[config.mk]
export PLATFORM = sky130hd
export DESIGN_NAME = encoder_8to3_pipe
export DESIGN_NICKNAME = d
export VERILOG_FILES = /design/src/rtl/enc_pkg.sv /design/src/rtl/onehot_enc_comb.sv /design/src/rtl/encoder_8to3_pipe.sv
export SDC_FILE = /design/constraint.sdc
export NUM_CORES = 1
export LEC_CHECK = 0
export ABC_AREA = 0
export ABC_CLOCK_PERIOD_IN_PS = 1600
export CAP_MARGIN = 20
export CELL_PAD_IN_SITES_DETAIL_PLACEMENT = 0
export CELL_PAD_IN_SITES_GLOBAL_PLACEMENT = 1
export CORE_MARGIN = 5
export CORE_UTILIZATION = 33
export DETAILED_ROUTE_END_ITERATION = 8
export PLACE_DENSITY_LB_ADDON = 0.1
export SETUP_SLACK_MARGIN = 0.5
export SYNTH_ARGS = -nofsm -noshare
export SYNTH_HDL_FRONTEND = slang
export SYNTH_SLANG_ARGS = --single-unit
[constraint.sdc]
create_clock -name clk -period 1.6 [get_ports clk]
set_input_delay 0.16 -clock clk [delete_from_list [all_inputs] [get_ports clk]]
set_output_delay 0.16 -clock clk [all_outputs]
set_load 0.01 [all_outputs]
[src/rtl/enc_pkg.sv]
// Shared types and constants for the one-hot encoder pipeline.
package enc_pkg;

    localparam int ENC_IN_W  = 8;
    localparam int ENC_OUT_W = 3;

    // One encoded result: binary index plus the zero / multi-hot flags.
    typedef struct packed {
        logic [ENC_OUT_W-1:0] code;
        logic                 zero;
        logic                 multi;
    } enc_word_t;

endpackage

[src/rtl/onehot_enc_comb.sv]
// Pure combinational one-hot to binary encoder with zero / multi-hot detection.
// MSB_FIRST selects which set bit wins when several are set.
module onehot_enc_comb
    import enc_pkg::*;
#(
    parameter int IN_W      = ENC_IN_W,
    parameter int OUT_W     = ENC_OUT_W,
    parameter bit MSB_FIRST = 1'b1
) (
    input  logic [IN_W-1:0]  vec_i,
    output logic [OUT_W-1:0] code_o,
    output logic             zero_o,
    output logic             multi_o
);

    logic seenOne;

    // Detect whether no bit, or more than one bit, is set in the input vector.
    always_comb begin
        seenOne = 1'b0;
        multi_o = 1'b0;
        for (int i = 0; i < IN_W; i++) begin
            if (vec_i[i]) begin
                if (seenOne) begin
                    multi_o = 1'b1;
                end
                seenOne = 1'b1;
            end
        end
        zero_o = !seenOne;
    end

    generate
        if (MSB_FIRST) begin : gMsbFirst
            // Scan upward so the highest set bit is the last one written.
            always_comb begin
                code_o = '0;
                for (int i = 0; i < IN_W; i++) begin
                    if (vec_i[i]) begin
                        code_o = OUT_W'(i);
                    end
                end
            end
        end else begin : gLsbFirst
            // Scan downward so the lowest set bit is the last one written.
            always_comb begin
                code_o = '0;
                for (int i = IN_W - 1; i >= 0; i--) begin
                    if (vec_i[i]) begin
                        code_o = OUT_W'(i);
                    end
                end
            end
        end
    endgenerate

endmodule

[src/rtl/encoder_8to3_pipe.sv]
// Registered 8->3 one-hot encoder on a valid/ready stream.
// An output register plus one skid entry give full throughput while keeping
// in_ready a pure register output. Zero / multi-hot words are counted at
// acceptance in a saturating, clearable error counter.
module encoder_8to3_pipe
    import enc_pkg::*;
#(
    parameter int IN_W      = ENC_IN_W,
    parameter int OUT_W     = ENC_OUT_W,
    parameter bit MSB_FIRST = 1'b1,
    parameter int ERRCNT_W  = 8
) (
    input  logic                clk,
    input  logic                rst_n,
    input  logic                in_valid,
    output logic                in_ready,
    input  logic [IN_W-1:0]     in_vec,
    output logic                out_valid,
    input  logic                out_ready,
    output logic [OUT_W-1:0]    out_code,
    output logic                out_zero,
    output logic                out_multi,
    output logic [ERRCNT_W-1:0] err_cnt,
    input  logic                err_cnt_clr
);

    generate
        if ((OUT_W != ENC_OUT_W) || (IN_W != (1 << OUT_W))) begin : gParamCheck
            $error("encoder_8to3_pipe: IN_W must be 2**OUT_W and OUT_W must match enc_pkg");
        end
    endgenerate

    logic [OUT_W-1:0]    encCode;
    logic                encZero;
    logic                encMulti;
    enc_word_t           newWord;

    enc_word_t           outWord_q,  outWord_d;
    logic                outValid_q, outValid_d;
    enc_word_t           skidWord_q, skidWord_d;
    logic                skidFull_q, skidFull_d;
    logic                inReady_q,  inReady_d;
    logic [ERRCNT_W-1:0] errCnt_q,   errCnt_d;

    logic                inFire;
    logic                outFire;

    onehot_enc_comb #(
        .IN_W      (IN_W),
        .OUT_W     (OUT_W),
        .MSB_FIRST (MSB_FIRST)
    ) uEnc (
        .vec_i   (in_vec),
        .code_o  (encCode),
        .zero_o  (encZero),
        .multi_o (encMulti)
    );

    assign inFire  = in_valid && inReady_q;
    assign outFire = outValid_q && out_ready;

    // Pack the encoder result into the word format shared by output and skid.
    always_comb begin
        newWord       = '0;
        newWord.code  = encCode;
        newWord.zero  = encZero;
        newWord.multi = encMulti;
    end

    // Next state of the two-entry buffer: output register refills from the skid
    // first (FIFO order), a stalled output diverts the incoming word to the skid.
    always_comb begin
        outWord_d  = outWord_q;
        outValid_d = outValid_q;
        skidWord_d = skidWord_q;
        skidFull_d = skidFull_q;
        if (!outValid_q || outFire) begin
            if (skidFull_q) begin
                outWord_d  = skidWord_q;
                outValid_d = 1'b1;
                if (inFire) begin
                    skidWord_d = newWord;
                end else begin
                    skidFull_d = 1'b0;
                end
            end else begin
                outValid_d = inFire;
                if (inFire) begin
                    outWord_d = newWord;
                end
            end
        end else if (inFire) begin
            skidWord_d = newWord;
            skidFull_d = 1'b1;
        end
        inReady_d = !skidFull_d;
    end

    // Next error count: clear has priority, otherwise count bad words until all-ones.
    always_comb begin
        errCnt_d = errCnt_q;
        if (err_cnt_clr) begin
            errCnt_d = '0;
        end else if (inFire && (newWord.zero || newWord.multi) && (errCnt_q != '1)) begin
            errCnt_d = errCnt_q + ERRCNT_W'(1);
        end
    end

    // Buffer registers; reset drops any held words and holds in_ready low.
    always_ff @(posedge clk or negedge rst_n) begin
        if (!rst_n) begin
            outWord_q  <= '0;
            outValid_q <= 1'b0;
            skidWord_q <= '0;
            skidFull_q <= 1'b0;
            inReady_q  <= 1'b0;
        end else begin
            outWord_q  <= outWord_d;
            outValid_q <= outValid_d;
            skidWord_q <= skidWord_d;
            skidFull_q <= skidFull_d;
            inReady_q  <= inReady_d;
        end
    end

    // Error counter register.
    always_ff @(posedge clk or negedge rst_n) begin
        if (!rst_n) begin
            errCnt_q <= '0;
        end else begin
            errCnt_q <= errCnt_d;
        end
    end

    assign in_ready  = inReady_q;
    assign out_valid = outValid_q;
    assign out_code  = outWord_q.code;
    assign out_zero  = outWord_q.zero;
    assign out_multi = outWord_q.multi;
    assign err_cnt   = errCnt_q;

endmodule

Word level (Yosys, flattened, before mapping)

Cells that the tools add are included.

Register bits after elaboration: 21
Input bits: 13

Equal/unequal tests: 2
Add/sub/neg operators: 1
Mux-type cells: 41
Reduce and logical (&&, ||, !) cells: 12

Operator list:

| operator                                     | count |
|---|---|
| 2-to-1 mux 1 bit                             | 28 |
| 2-to-1 mux 5 bit                             | 5 |
| 2-to-1 mux 8 bit                             | 2 |
| 2-to-1 mux 3 bit                             | 4 |
| adder 8 x 1 -> 8 bit, second input constant  | 1 |
| inequality test 8 bit, second input constant | 1 |
| logical AND 1 bit                            | 4 |
| 2-to-1 mux 2 bit                             | 2 |
| nonzero test 2 bit                           | 2 |
| zero test 1 bit                              | 3 |
| logical OR 1 bit                             | 2 |
| inequality test 2 bit, second input constant | 1 |
| AND reduction 2 bit                          | 1 |

Logic depth before layout (Yosys ltp)

Depth after elaboration: 20
Mapped depth: 6
Gate-level depth less buffers: 6

By module

A second synthesis with hierarchy kept.

Cells, all modules: 108
Area, all modules: 1136.1 sq um

Modules (own cells, without submodules):

| module            | times used | cells each | area each (sq um) |
|---|---|---|---|
| encoder_8to3_pipe | 1          | 88         | 1004.7 |
| onehot_enc_comb   | 1          | 20         | 131.4 |

Least setup slack after synthesis

OpenSTA, ideal clock, no wires.

Path type: register -> register
From: reg errCnt_q[3], in the netlist err_cnt[3]
To: reg errCnt_q[3], in the netlist err_cnt[3]
Data arrival time: 1.528 ns
Required time: 1.522 ns
Library setup time: 0.078 ns
Cell stages (with the launch flop): 6
Clock period less this slack: 1.605 ns
Path slack: -0.005 ns
Buffers on the path: 0
Cell sequence: dfrtp_1 > and4_1 > a31oi_1 > o211ai_1 > or3_2 > a21oi_1

Cells in the longest elaborated chain, start to end: 3
Elaborated cells on any way between the ends: 6
Those cells by class: 1 x add/sub; 1 x eq/ne; 2 x mux; 2 x reduce/logical

RTL lines:

| what                                                                 | RTL line                                           | text |
|---|---|---|
| start, declared                                                      | encoder_8to3_pipe.sv:43                            | `logic [ERRCNT_W-1:0] errCnt_q, errCnt_d;` |
| start signal, assigned                                               | encoder_8to3_pipe.sv:131                           | `errCnt_q <= errCnt_d;` |
| adder 8 x 1 -> 8 bit / inequality test 8 bit (equally long branches) | encoder_8to3_pipe.sv:105, encoder_8to3_pipe.sv:104 |  |
| 2-to-1 mux 8 bit / logical AND 1 bit (equally long branches)         | encoder_8to3_pipe.sv:104                           | `end else if (inFire && (newWord.zero \|\| newWord.multi) && (errCnt_q != '1)) begin` |
| 2-to-1 mux 8 bit / nonzero test 2 bit (equally long branches)        | n/a                                                |  |

Parallel ways exist; a longest one is shown, timed or not. The select of a mux whose other input is x is not followed.
A chain may end at the register's enable or synchronous reset.

Worst setup path in the final report

From: reg errCnt_q[6], in the netlist err_cnt[6]
To: reg errCnt_q[7], in the netlist err_cnt[7]

Same word-level chain as after synthesis.

==> run summary <==
CLOCK NETWORK
------------------------------------------------------------------------------------
Number of H-tree branching levels                                                  1
Number of clock sinks seen by CTS                                                 21
Cts bufs inserted                                                                  3
Hold bufs inserted after CTS                                                       0
Skew-Pair Late Insertion Delay                                                300 ps
Clk slew on worst S/H paths                                                   130 ps
Maximum clock insertion buffer count                                               2
Clk Tree Root Cell                                                          clkbuf_4
CTS tree                                                                         yes

DRT
------------------------------------------------------------------------------------
Routed wire length                                                           3680 um
Remaining routing DRC violations                                                   0
Detailed-router iteration count before antenna repair                              4
Routed via count divided by cell count                                          4.99
WL per Instance                                                              14.1 um
DRC marker count from the first detailed-route iteration                          32
Vias post-DR                                                                    1303
Number of nets still failing antenna checks after routing                          0

CRITICAL PATH
------------------------------------------------------------------------------------
Required time worst endpoint                                                 1790 ps
Stage delay of the slowest cell on the critical path                          410 ps
Register-to-register path setup slack                                         -60 ps
Number of stages on the worst setup path                                           7
Largest fanout of any net on the critical path                                     4
Reg-to-reg startpoint                                                   err_cnt[6]$_DFFE_PN0P_
Crit path launch                                                        err_cnt[6]$_DFFE_PN0P_
Data arrival time of the worst path                                          1850 ps
Reg2Reg Capture Point                                                   err_cnt[7]$_DFFE_PN0P_
Cell type group with the largest total delay on the critical path       compound AO/OA/AOI/OAI gates
Category of the worst setup path capture point                                  flop
CP Capture Point                                                        err_cnt[7]$_DFFE_PN0P_
Buf/Inv on CP                                                                      2
Worst r2r path cells                                                               7
Type of the setup path with the least slack                             flop to flop
Cell-by-cell trace of the critical path                                 and4_4, a31oi_1, o211ai_1, buf_4, buf_6, o31ai_4, a21oi_2
Element type at the critical path start                                         flop
Cell with the largest stage delay on the worst path                          dfrtp_1

CELLS AND AREA
------------------------------------------------------------------------------------
Syn-to-layout area delta                                                       93.2%
Nets                                                                             230
Share of layout cells above drive strength 1                                   0.586
Antenna cells                                                                      0
Most common library cell in the layout ignoring fill and taps                  buf_4
Area of combinational cells with multiple inputs                             855 um2
Sequential cell area                                                         531 um2
Top library cells by usage in the layout, fill and taps aside           buf_4, buf_6, dfrtp_1
Fillcell total                                                                   270

GLOBAL ROUTE
------------------------------------------------------------------------------------
Overall global routing resource usage                                          0.150
First-pass GRT wire length                                                   6080 um
Number of antenna violations at the first check in global routing                  0
Via count of the first global-routing pass                                      1330
Total congestion overflow                                                          0
Pin count of the biggest net entering global routing                              22

POWER AND IR DROP
------------------------------------------------------------------------------------
Cell leakage power                                                           1.01 nW
Highest ir drop seen on vdd                                               0.000364 V
Power per cell area                                                       968 nW/um2

SYNTHESIS
------------------------------------------------------------------------------------
Total of flip-flops plus latches after synthesis                                  21
Library cell with the largest summed area after synthesis                    dfrtp_1
Number of cells produced by synthesis                                            129
Async set-or-reset flop fraction in the synthesized netlist                     1.00
Post-synth EDFFs                                                                   0
Share of the synthesized area in the top cell type                             0.448
Net count after synthesis                                                        143
Most used flip-flop cell after synthesis                                     dfrtp_1
Sequential cell area fraction in the yosys report                              0.448
Yosys warning count                                                                0
Mapped Area                                                                 1170 um2
Synthesized area per cell                                                   9.09 um2
Count of distinct cell types in the synthesized netlist                           39
Top area cells in the synthesized netlist                               dfrtp_1, a21oi_1, nand2_1

PLACED DESIGN
------------------------------------------------------------------------------------
Placement Setup Slack                                                        -564 ps
HPWL after DPL                                                               2270 um
Count of input and output buffers                                                 27
Weighted congestion at the end of routability-driven global placement          0.781

STA
------------------------------------------------------------------------------------
Max Transition Viols Final                                                         0
Maximum clock frequency                                                    0.601 GHz
Unrepaired setup endpoints after global routing                                 true
Post-route worst hold slack                                                   192 ps
Post-route clock period utilization                                             1.04
Tmin final                                                                   1660 ps
Hold violation total from the final report                                         0
Final WS setup                                                              -63.8 ps
Worst-Margin Slew                                                             447 ps
Worst clock skew on the final layout                                         17.0 ps
Max-slew headroom at the worst pin                                             0.700
Final setup fails                                                                  4

FLOORPLANNING
------------------------------------------------------------------------------------
Initial core utilization                                                       0.346
Floorplan row count                                                               21
Number of top-level pins                                                          28
Placeable core region                                                       3390 um2
Height of the chip                                                           69.6 um
Area of the die                                                             4840 um2
Die X-Extent                                                                 69.6 um

WORST HOLD PATH
------------------------------------------------------------------------------------
Class of the worst hold path                                            primary input to async pin

RUN STATUS
------------------------------------------------------------------------------------
Outcome                                                                 finished with violations
Violations in the final reports                                         negative setup slack

JOB
------------------------------------------------------------------------------------
Number of max-cap violations                                                       0

metrics by stage:
step	area [um2]	util	setup TNS, ps	instances	total power [mW]
4_1_cts	2090	0.615	-35.3	250	2.01
3_3_place_gp	1720	0.506	-3900	223	1.54
5_1_grt	2260	0.668	-600	261	2.35
2_1_floorplan	1230	-	0	129	1.21
6_report	2260	0.668	-173	261	2.19
3_5_place_dp	1720	0.506	-4520	223	1.56
area by class of cell:
cell class	count	area share
sequential	21	0.234
inverter	2	0.00331
timing repair buffer	87	0.348
multi-input combinational	101	0.377
tap	46	0.0254
clock buffer	4	0.0116
repair_timing:
item	CTS	global route
endpoints found under the setup margin	34	34
cloned	1	0
pin swaps	27	18
buffers inserted	22	11
gates resized for setup	126	38
synthesized netlist by cell type (all sizes together) (2+ instances only):
cell / count
dfrtp: 21
nand2: 17
a21oi: 14
o21ai: 13
nor2: 11
o31ai: 8
or4: 5
buf: 4
nor2b: 3
clkbuf: 2
inv: 2
mux2: 2
mux2i: 2
nand2b: 2
nand3: 2
nand4: 2
nor4: 2
or3: 2
worst min-delay path by stage:
stage,startpoint,endpoint,slack [ps],cells past startpoint
2_1_floorplan,rst_n,err_cnt[0]$_DFFE_PN0P_,-140,0
3_3_place_gp,skidWord_q[2]$_DFFE_PN0P_,skidWord_q[2]$_DFFE_PN0P_,460,2
4_1_cts,rst_n,out_valid$_DFFE_PN0N_,210,2
5_1_grt,rst_n,out_zero$_DFFE_PN0P_,210,2
6_report,rst_n,err_cnt[7]$_DFFE_PN0P_,190,2
3_5_place_dp,skidWord_q[2]$_DFFE_PN0P_,skidWord_q[2]$_DFFE_PN0P_,470,2
report_power, final:
group          internal, mW  switching [mW]  total (mW)
registers             0.683           0.152       0.835
logic                 0.611           0.494        1.10
clock network        0.0970           0.156       0.253
total                  1.39           0.802        2.19
state kept, by name, summed over array words and instances, names as in the netlist:
register,flops
err_cnt,8
out_code,3
out_valid,1
in_ready,1
out_multi,1
skidFull_q,1
out_zero,1
skidWord_q,5
per-layer routing:
layer  vias up  track usage  wire length [um]
met5         -            0                 0
met4         0       0.0390                19
met3         2       0.0261               100
met2        21        0.262              1940
met1       633        0.190              1620
li1        647            -                 -
cells by family (layout without fill, tap and decap cells):
logic type | count (synthesis) | after routing | synth area share
adder cells (fa/ha/maj) | 2 | 2 | 0.0192
multiplexers | 4 | 4 | 0.0363
XOR/XNOR | 1 | 1 | 0.00747
AO/OA/AOI/OAI | 41 | 42 | 0.209
buffers and inverters | 8 | 93 | 0.0331
flip-flops | 21 | 21 | 0.448
AND/OR/NAND/NOR | 52 | 52 | 0.247
No activity file was read; power rests on OpenSTA's default activity.
